**config.mk**
```make
export PLATFORM = sky130hd
export DESIGN_NAME = async_oneway_receiver
export DESIGN_NICKNAME = d
export VERILOG_FILES = /design/src/rtl/async_oneway_receiver_pkg.sv /design/src/rtl/cdc_sync_bit.sv /design/src/rtl/async_oneway_receiver.sv
export SDC_FILE = /design/constraint.sdc
export NUM_CORES = 1
export LEC_CHECK = 0
export ABC_AREA = 1
export CAP_MARGIN = 20
export CORE_MARGIN = 10
export CORE_UTILIZATION = 23
export CTS_CLUSTER_DIAMETER = 150
export DETAILED_ROUTE_END_ITERATION = 8
export PLACE_DENSITY = 0.48
export SLEW_MARGIN = 20
export SYNTH_ARGS = -nofsm -noshare
export SYNTH_HDL_FRONTEND = slang
export SYNTH_SLANG_ARGS = --single-unit
```
**constraint.sdc**
```tcl
create_clock -name clk_recv -period 1.1 [get_ports clk_recv]
set_input_delay 0.11 -clock clk_recv [delete_from_list [all_inputs] [get_ports clk_recv]]
set_output_delay 0.11 -clock clk_recv [all_outputs]
set_load 0.1 [all_outputs]
```
**src/rtl/async_oneway_receiver_pkg.sv**
```systemverilog
// Shared packet geometry and receiver state type for the one-way packet link.
// Optional feature macro used by the receiver: RX_FRAME_CHECK_EN.
package async_oneway_receiver_pkg;

    localparam int MESSAGE_SIZE = 20;
    localparam int PKT_W        = 6;
    localparam int NPKT         = (MESSAGE_SIZE + PKT_W - 1) / PKT_W;
    localparam int BUF_W        = NPKT * PKT_W;
    localparam int CNT_W        = $clog2(NPKT + 1);

    typedef enum logic [1:0] {
        S_IDLE     = 2'd0,
        S_RECV     = 2'd1,
        S_WAIT_END = 2'd2
    } rx_state_e;

endpackage

```
**src/rtl/cdc_sync_bit.sv**
```systemverilog
// Multi-flop single-bit synchronizer with synchronous active-low reset.
module cdc_sync_bit #(
    parameter int SYNC_STAGES = 2
) (
    input  logic clk,
    input  logic rst_n,
    input  logic d,
    output logic q
);

    logic [SYNC_STAGES-1:0] sync_q;

    always_ff @(posedge clk) begin
        if (!rst_n) begin
            sync_q <= '0;
        end else begin
            sync_q <= {sync_q[SYNC_STAGES-2:0], d};
        end
    end

    assign q = sync_q[SYNC_STAGES-1];

endmodule

```
**src/rtl/async_oneway_receiver.sv**
```systemverilog
// Reassembles LSB-first 6-bit packets from a foreign clock domain into datagrams.
// RX_FRAME_CHECK_EN: completion waits for the ctrl fall and malformed frames raise frame_err.
module async_oneway_receiver
    import async_oneway_receiver_pkg::*;
#(
    parameter int SYNC_STAGES = 2
) (
    input  logic                    clk_recv,
    input  logic                    rst_n,
    input  logic [PKT_W-1:0]        packet_in,
    input  logic                    packet_pulse_in,
    input  logic                    transmit_ctrl_in,
    output logic [MESSAGE_SIZE-1:0] datagram_out,
    output logic                    datagram_valid,
    output logic                    busy,
    output logic                    frame_err
);

    rx_state_e        state;
    logic [CNT_W-1:0] cnt;
    logic [BUF_W-1:0] asm_buf;
    logic [BUF_W-1:0] buf_next;
    logic             pkt_s;
    logic             pkt_dly;
    logic             pkt_evt;
    logic             ctrl_s;
    logic             last_pkt;

    cdc_sync_bit #(.SYNC_STAGES(SYNC_STAGES)) u_sync_pkt (
        .clk   (clk_recv),
        .rst_n (rst_n),
        .d     (packet_pulse_in),
        .q     (pkt_s)
    );

    cdc_sync_bit #(.SYNC_STAGES(SYNC_STAGES)) u_sync_ctrl (
        .clk   (clk_recv),
        .rst_n (rst_n),
        .d     (transmit_ctrl_in),
        .q     (ctrl_s)
    );

    if (NPKT == 1) begin : g_one_pkt
        assign buf_next = packet_in;
    end else begin : g_shift_pkt
        assign buf_next = {packet_in, asm_buf[BUF_W-1:PKT_W]};
    end

    assign pkt_evt  = pkt_s & ~pkt_dly;
    assign last_pkt = (cnt == CNT_W'(NPKT - 1));
    assign busy     = (state != S_IDLE);

`ifdef RX_FRAME_CHECK_EN
    logic ctrl_dly;
    logic ctrl_fall;

    assign ctrl_fall = ~ctrl_s & ctrl_dly;

    always_ff @(posedge clk_recv) begin
        if (!rst_n) begin
            state          <= S_IDLE;
            cnt            <= '0;
            asm_buf        <= '0;
            datagram_out   <= '0;
            datagram_valid <= 1'b0;
            frame_err      <= 1'b0;
            pkt_dly        <= 1'b0;
            ctrl_dly       <= 1'b0;
        end else begin
            datagram_valid <= 1'b0;
            frame_err      <= 1'b0;
            pkt_dly        <= pkt_s;
            ctrl_dly       <= ctrl_s;
            case (state)
                S_IDLE, S_RECV: begin
                    // Frame window closed before all packets arrived: short frame.
                    if (state == S_RECV && ctrl_fall) begin
                        frame_err <= 1'b1;
                        cnt       <= '0;
                        state     <= S_IDLE;
                    end else if (pkt_evt) begin
                        asm_buf <= buf_next;
                        if (last_pkt) begin
                            cnt   <= CNT_W'(NPKT);
                            state <= S_WAIT_END;
                        end else begin
                            cnt   <= cnt + CNT_W'(1);
                            state <= S_RECV;
                        end
                    end
                end
                S_WAIT_END: begin
                    if (pkt_evt) begin
                        frame_err <= 1'b1;
                        cnt       <= '0;
                        state     <= S_IDLE;
                    end else if (ctrl_fall) begin
                        datagram_out   <= asm_buf[MESSAGE_SIZE-1:0];
                        datagram_valid <= 1'b1;
                        cnt            <= '0;
                        state          <= S_IDLE;
                    end
                end
                default: begin
                    cnt   <= '0;
                    state <= S_IDLE;
                end
            endcase
        end
    end
`else
    logic             unused_ctrl;
    logic [PKT_W-1:0] unused_buf_lsb;

    // Completion is purely count-based; ctrl only feeds its synchronizer.
    assign unused_ctrl    = ctrl_s;
    assign unused_buf_lsb = asm_buf[PKT_W-1:0];
    assign frame_err      = 1'b0;

    always_ff @(posedge clk_recv) begin
        if (!rst_n) begin
            state          <= S_IDLE;
            cnt            <= '0;
            asm_buf        <= '0;
            datagram_out   <= '0;
            datagram_valid <= 1'b0;
            pkt_dly        <= 1'b0;
        end else begin
            datagram_valid <= 1'b0;
            pkt_dly        <= pkt_s;
            case (state)
                S_IDLE, S_RECV: begin
                    if (pkt_evt) begin
                        asm_buf <= buf_next;
                        if (last_pkt) begin
                            datagram_out   <= buf_next[MESSAGE_SIZE-1:0];
                            datagram_valid <= 1'b1;
                            cnt            <= '0;
                            state          <= S_IDLE;
                        end else begin
                            cnt   <= cnt + CNT_W'(1);
                            state <= S_RECV;
                        end
                    end
                end
                default: begin
                    cnt   <= '0;
                    state <= S_IDLE;
                end
            endcase
        end
    end
`endif

endmodule
```
# Word level (Yosys, flattened, before mapping)
# Cells that the tools add are included.
# totals
word_cells	22
ff_bits	53
in_bits	10
# classes
n_mux	3
bitwise_logic	2
n_eq_ne	2
n_addsub	1
reduce_logical	7
# op_table
operator	count
$reduce_and A3 Y1	2
$reduce_and A2 Y1	2
$add A3 B1 Y3 const B	1
$eq A3 B2 Y1 const B	1
$mux W3	1
$eq A2 B1 Y1 const B	1
$logic_not A2 Y1	1
$mux W1	2
$reduce_bool A2 Y1	1
$reduce_or A2 Y1	1
$and A1 B1 Y1	1
$not A1 Y1	1

# Longest topological paths before layout
# depth
word_depth	3
ltp_mapped	7
ltp_nobuf	6

# By module
# From an unflattened synthesis, not the netlist that was laid out.
# hier_totals
hier_cells	205
area_unflattened_um2	1611.5
# by_module_without_submodules
mod	cells_per_inst	seq_area_each_um2	area_each_um2	n_inst
async_oneway_receiver	199	880.8	1556.5	1
cdc_sync_bit	6	40.0	55.1	1

# Worst setup path before layout
# No wires, ideal clock.
# synth_timing
kind	register to register
from	register state[0]
to	register state[0]
setup_time_ns	0.065
slack_ns	-0.107
required_ns	1.035
n_path_buf	0
arrival_time_ns	1.142
path_stages_with_launch	3
cell_sequence	dfxtp_1 > nor2_1 > nor2_1
# synth_via
elab_chain_len	3
word_cells_on_any_way	4
# synth_rtl
element	line	source
start: declaration	async_oneway_receiver.sv:19	rx_state_e state;
start signal: assignment	async_oneway_receiver.sv:122	state <= S_IDLE;
start signal: assignment	async_oneway_receiver.sv:139	state <= S_IDLE;
start signal: assignment	async_oneway_receiver.sv:142	state <= S_RECV;
$eq A2 B1 Y1 or $logic_not A2 Y1 (tied branches)	async_oneway_receiver.sv:131	case (state)
$reduce_or A2 Y1 (*)	async_oneway_receiver.sv:131	
$reduce_and A2 Y1 (no line) (*)	--	
# Every way passes the cells marked *; elsewhere a longest branch is shown, timed or not.
# A chain may end at the register's enable or synchronous reset.

# Worst setup path after layout
# layout_timing
from	register cnt[1]
to	register datagram_out[1]
# layout_via
elab_chain_len	2
# layout_rtl
element	line	source
start: declaration	async_oneway_receiver.sv:20	logic [CNT_W-1:0] cnt;
start signal: assignment	async_oneway_receiver.sv:141	cnt <= cnt + CNT_W'(1);
$eq A3 B2 Y1	async_oneway_receiver.sv:50	assign last_pkt = (cnt == CNT_W'(NPKT - 1));
$reduce_and A3 Y1 (no line)	--	
end signal: assignment	async_oneway_receiver.sv:136	datagram_out <= buf_next[MESSAGE_SIZE-1:0];
end: declaration	async_oneway_receiver.sv:13	output logic [MESSAGE_SIZE-1:0] datagram_out,
# Every way passes these cells.

==> flow_summary.toml <==
[timing]
fmax_ghz = 0.9038
final_hold_viol_count = 0
grt_setup_unrepaired = "yes"
setup_ws_ns = -0.006412
setup_viol = 8
slew_violations = 0
hold_ws_ns = 0.2463
finalCritPeriodShare_pct = 100.6
finalCriticalPeriod_ns = 1.106
finClkSkew_ns = 0.005774

[critical_path]
crit_start = "cnt[1]$_SDFFE_PN0N_"
r2r_slack_ns = -0.006
arrival_ns = 1.31
critPathLaunchType = "register"
crit_path_max_fanout = 5
critPathRequiredTime_ns = 1.30
worstSetupEndpointType = "register"
path_class = "reg2reg"
r2r_start = "cnt[1]$_SDFFE_PN0N_"

[layout]
final_nets = 256
num_antenna_cells = 0
regArea_sq_um = 954.7
area_delta_synth_final_pct = 50.81
layout-drive-gt1-share_pct = 41.87
multiInputGateArea_sq_um = 800.8
finalNonFillerCells = 345
nFillCells = 789
finalInstanceArea_sq_um = 2670

[floorplan]
coreArea_sq_um = 7370
die_area_sq_um = 11610
start_util_pct = 24.02
die_h_um = 107.7
ioPinCount = 33
placementRows = 31
die_w_um = 107.7

[placement]
io_buffers = 30
gp_congestion = 0.6714
numPlacedInstances = 328
dp_hpwl_um = 2658
dp_slack_ns = -0.1364
dpl_cell_area_sq_um = 2397

[yosys]
synthCells = 205
ys.flop_type = "dfxtp_1"
yosysSeqAreaShare_pct = 52.01
synth_edf_count = 0
ys_types = 19
synth_area_per_cell_sq_um = 8.636
synth_fp_nets = 216
synthTopCellsByCount = "nand2_1 (48), dfxtp_1 (46), nor2_1 (42)"
yosys-top-cells-area = "dfxtp_1 (52%), nand3_2 (11%), nand2_1 (10%)"
synth_most_common_cell = "nand2_1"
synth_top_area_share_pct = 52.01
ys_warn_count = 0
async_flop_share_pct = 0
syn_area_sq_um = 1770
ys_ff_latch = 46
yosys.area.top_type = "dfxtp_1"

[clock_network]
cts_tree = "done"
htreeDepth = 2
clkLatencyLatePin_ns = 0.30
cts.root.buffer_cell = "clkbuf_8"
cts.sinks = 46
cts_made_buffers = 5
hold_buffers = 0
clk_path_buf_depth = 2
clkSlewWorstSetupHoldPaths_ns = 0.08

[routing]
wl_met3_um = 275
drc = 0
dr.pass1.iters = 4
vias = 1367
wirelength_met1_um = 1937
drt_iter0_markers = 35
wirelength_um = 4159
via_per_inst = 3.962
maxUsedRoutingLayer = "met4"
met2_length_um = 1905
antenna_left = 0
avgRoutedWirePerCell_um = 12.06

[run]
maxCapViolations = 0

[global_route]
grt_max_degree = 26
grt_usage_pct = 7.515
grt_pass1_vias = 1381
grt_overflow = 0
grt_pass1_wl_um = 6886
grt_antenna_before_repair = 0

[min_path]
hp-start = "rst_n"
hold_class = "in2reg"

[power_and_ir_drop]
swShare_pct = 24.31
peakVddDrop_v = 0.0005297
pwr-share-clk_pct = 35.2
powerDensity_nw_per_um2 = 1145
finalPower_mw = 3.057
p_comb_share_pct = 8.0
p_leak_nw = 1.069
intPower_mw = 2.314
pwr-share-seq_pct = 56.9
power_switching_mw = 0.7432

[status]
violations = "setup timing"
status = "complete, but fails checks"
## worst paths after layout
check,endpoint,cells after the start
worst max-delay path,datagram_out[1]$_SDFFE_PN0P_,7
worst min register to register,u_sync_pkt.sync_q[1]$_SDFF_PN0_,2
worst min-delay path,state[0]$_SDFFE_PN0N_,4
worst max register to register,datagram_out[1]$_SDFFE_PN0P_,7
## critical path: stages, from the launching register on
cell,delay (ns)
dfxtp_2,0.36
ha_4,0.15
inv_2,0.04
nor2_4,0.11
buf_12,0.15
nand2_4,0.08
nand3_2,0.06
nand2_1,0.04
## layer usage
metal  GRT usage (%)  up-vias
met5               0        -
met4           2.004        0
met3           3.832        5
met2           11.80       28
met1           8.813      608
li1                -      726
## kinds of logic (layout without fill, tap and decap cells)
| kind of cell | count (synthesis) | count (layout) | share of synthesized area, % |
|---|---|---|---|
| AOI/OAI and AO/OA | 20 | 20 | 5.653 |
| adders and majority gates | 1 | 1 | 0.7066 |
| buffers and inverters | 21 | 59 | 7.702 |
| DFF | 46 | 46 | 52.01 |
| other | 1 | 1 | 0.2118 |
| and+or+nand+nor | 116 | 119 | 33.71 |
## cells in the final DEF, fill, tap and decap left out
cell and count:
clkinv_2 1, dfxtp_1 21, nand3_1 2, ha_4 1, o21ai_1 10, a21oi_1 1
dfxtp_4 1, clkbuf_1 1, buf_6 5, nand3_2 20, inv_1 3, buf_4 5
o21ai_0 9, nor2_1 41, dfxtp_2 24, nand2_8 3, conb_1 1, inv_2 5
clkbuf_8 6, buf_2 1, nand2_2 1, buf_12 25, nand2_1 47, nor2_8 1
nand2_4 2, nor2_4 2, clkdlybuf4s50_1 7
## final cells by class
| cell class | count | area share [%] |
|---|---|---|
| flip-flops and latches | 46 | 35.75 |
| multi-input cells | 141 | 29.99 |
| repair buffers | 43 | 25.07 |
| well taps | 99 | 4.639 |
| clock buffers | 7 | 3.233 |
| inverters | 8 | 1.125 |
| clock inverters | 1 | 0.1874 |
## state kept, by name (all words and copies together), names as in the netlist
signal / count
cnt: 3
datagram_valid: 1
datagram_out: 20
pkt_dly: 1
u_sync_pkt.sync_q: 2
state: 1
asm_buf: 18
## stage by stage
stage	utilization, %	TNS [ns]
6_report	36.23	-0.03191
5_1_grt	36.23	-1.379
4_1_cts	35.87	-0.07424
3_5_place_dp	32.53	-2.645
3_3_place_gp	32.53	-2.215
2_1_floorplan	-	0
## repair_timing
| action | in CTS | in global routing |
|---|---|---|
| gates resized for setup | 13 | 8 |
| endpoints found under the setup margin | 22 | 29 |
| setup buffers | 5 | 0 |
| endpoints found under the hold margin | 0 | 0 |
| gates cloned | 3 | 1 |
| pin swaps | 5 | 2 |
## power groups by stage
stage | clock network [mW] | registers (mW) | logic (mW)
after floorplan | 0 | 1.78 | 0.140
after detailed placement | 0 | 1.78 | 0.220
final | 1.07 | 1.74 | 0.243
after CTS | 1.11 | 1.74 | 0.244
after global placement | 0 | 1.78 | 0.218
after global routing | 1.19 | 1.75 | 0.276
(Power assumes the default switching activity.)
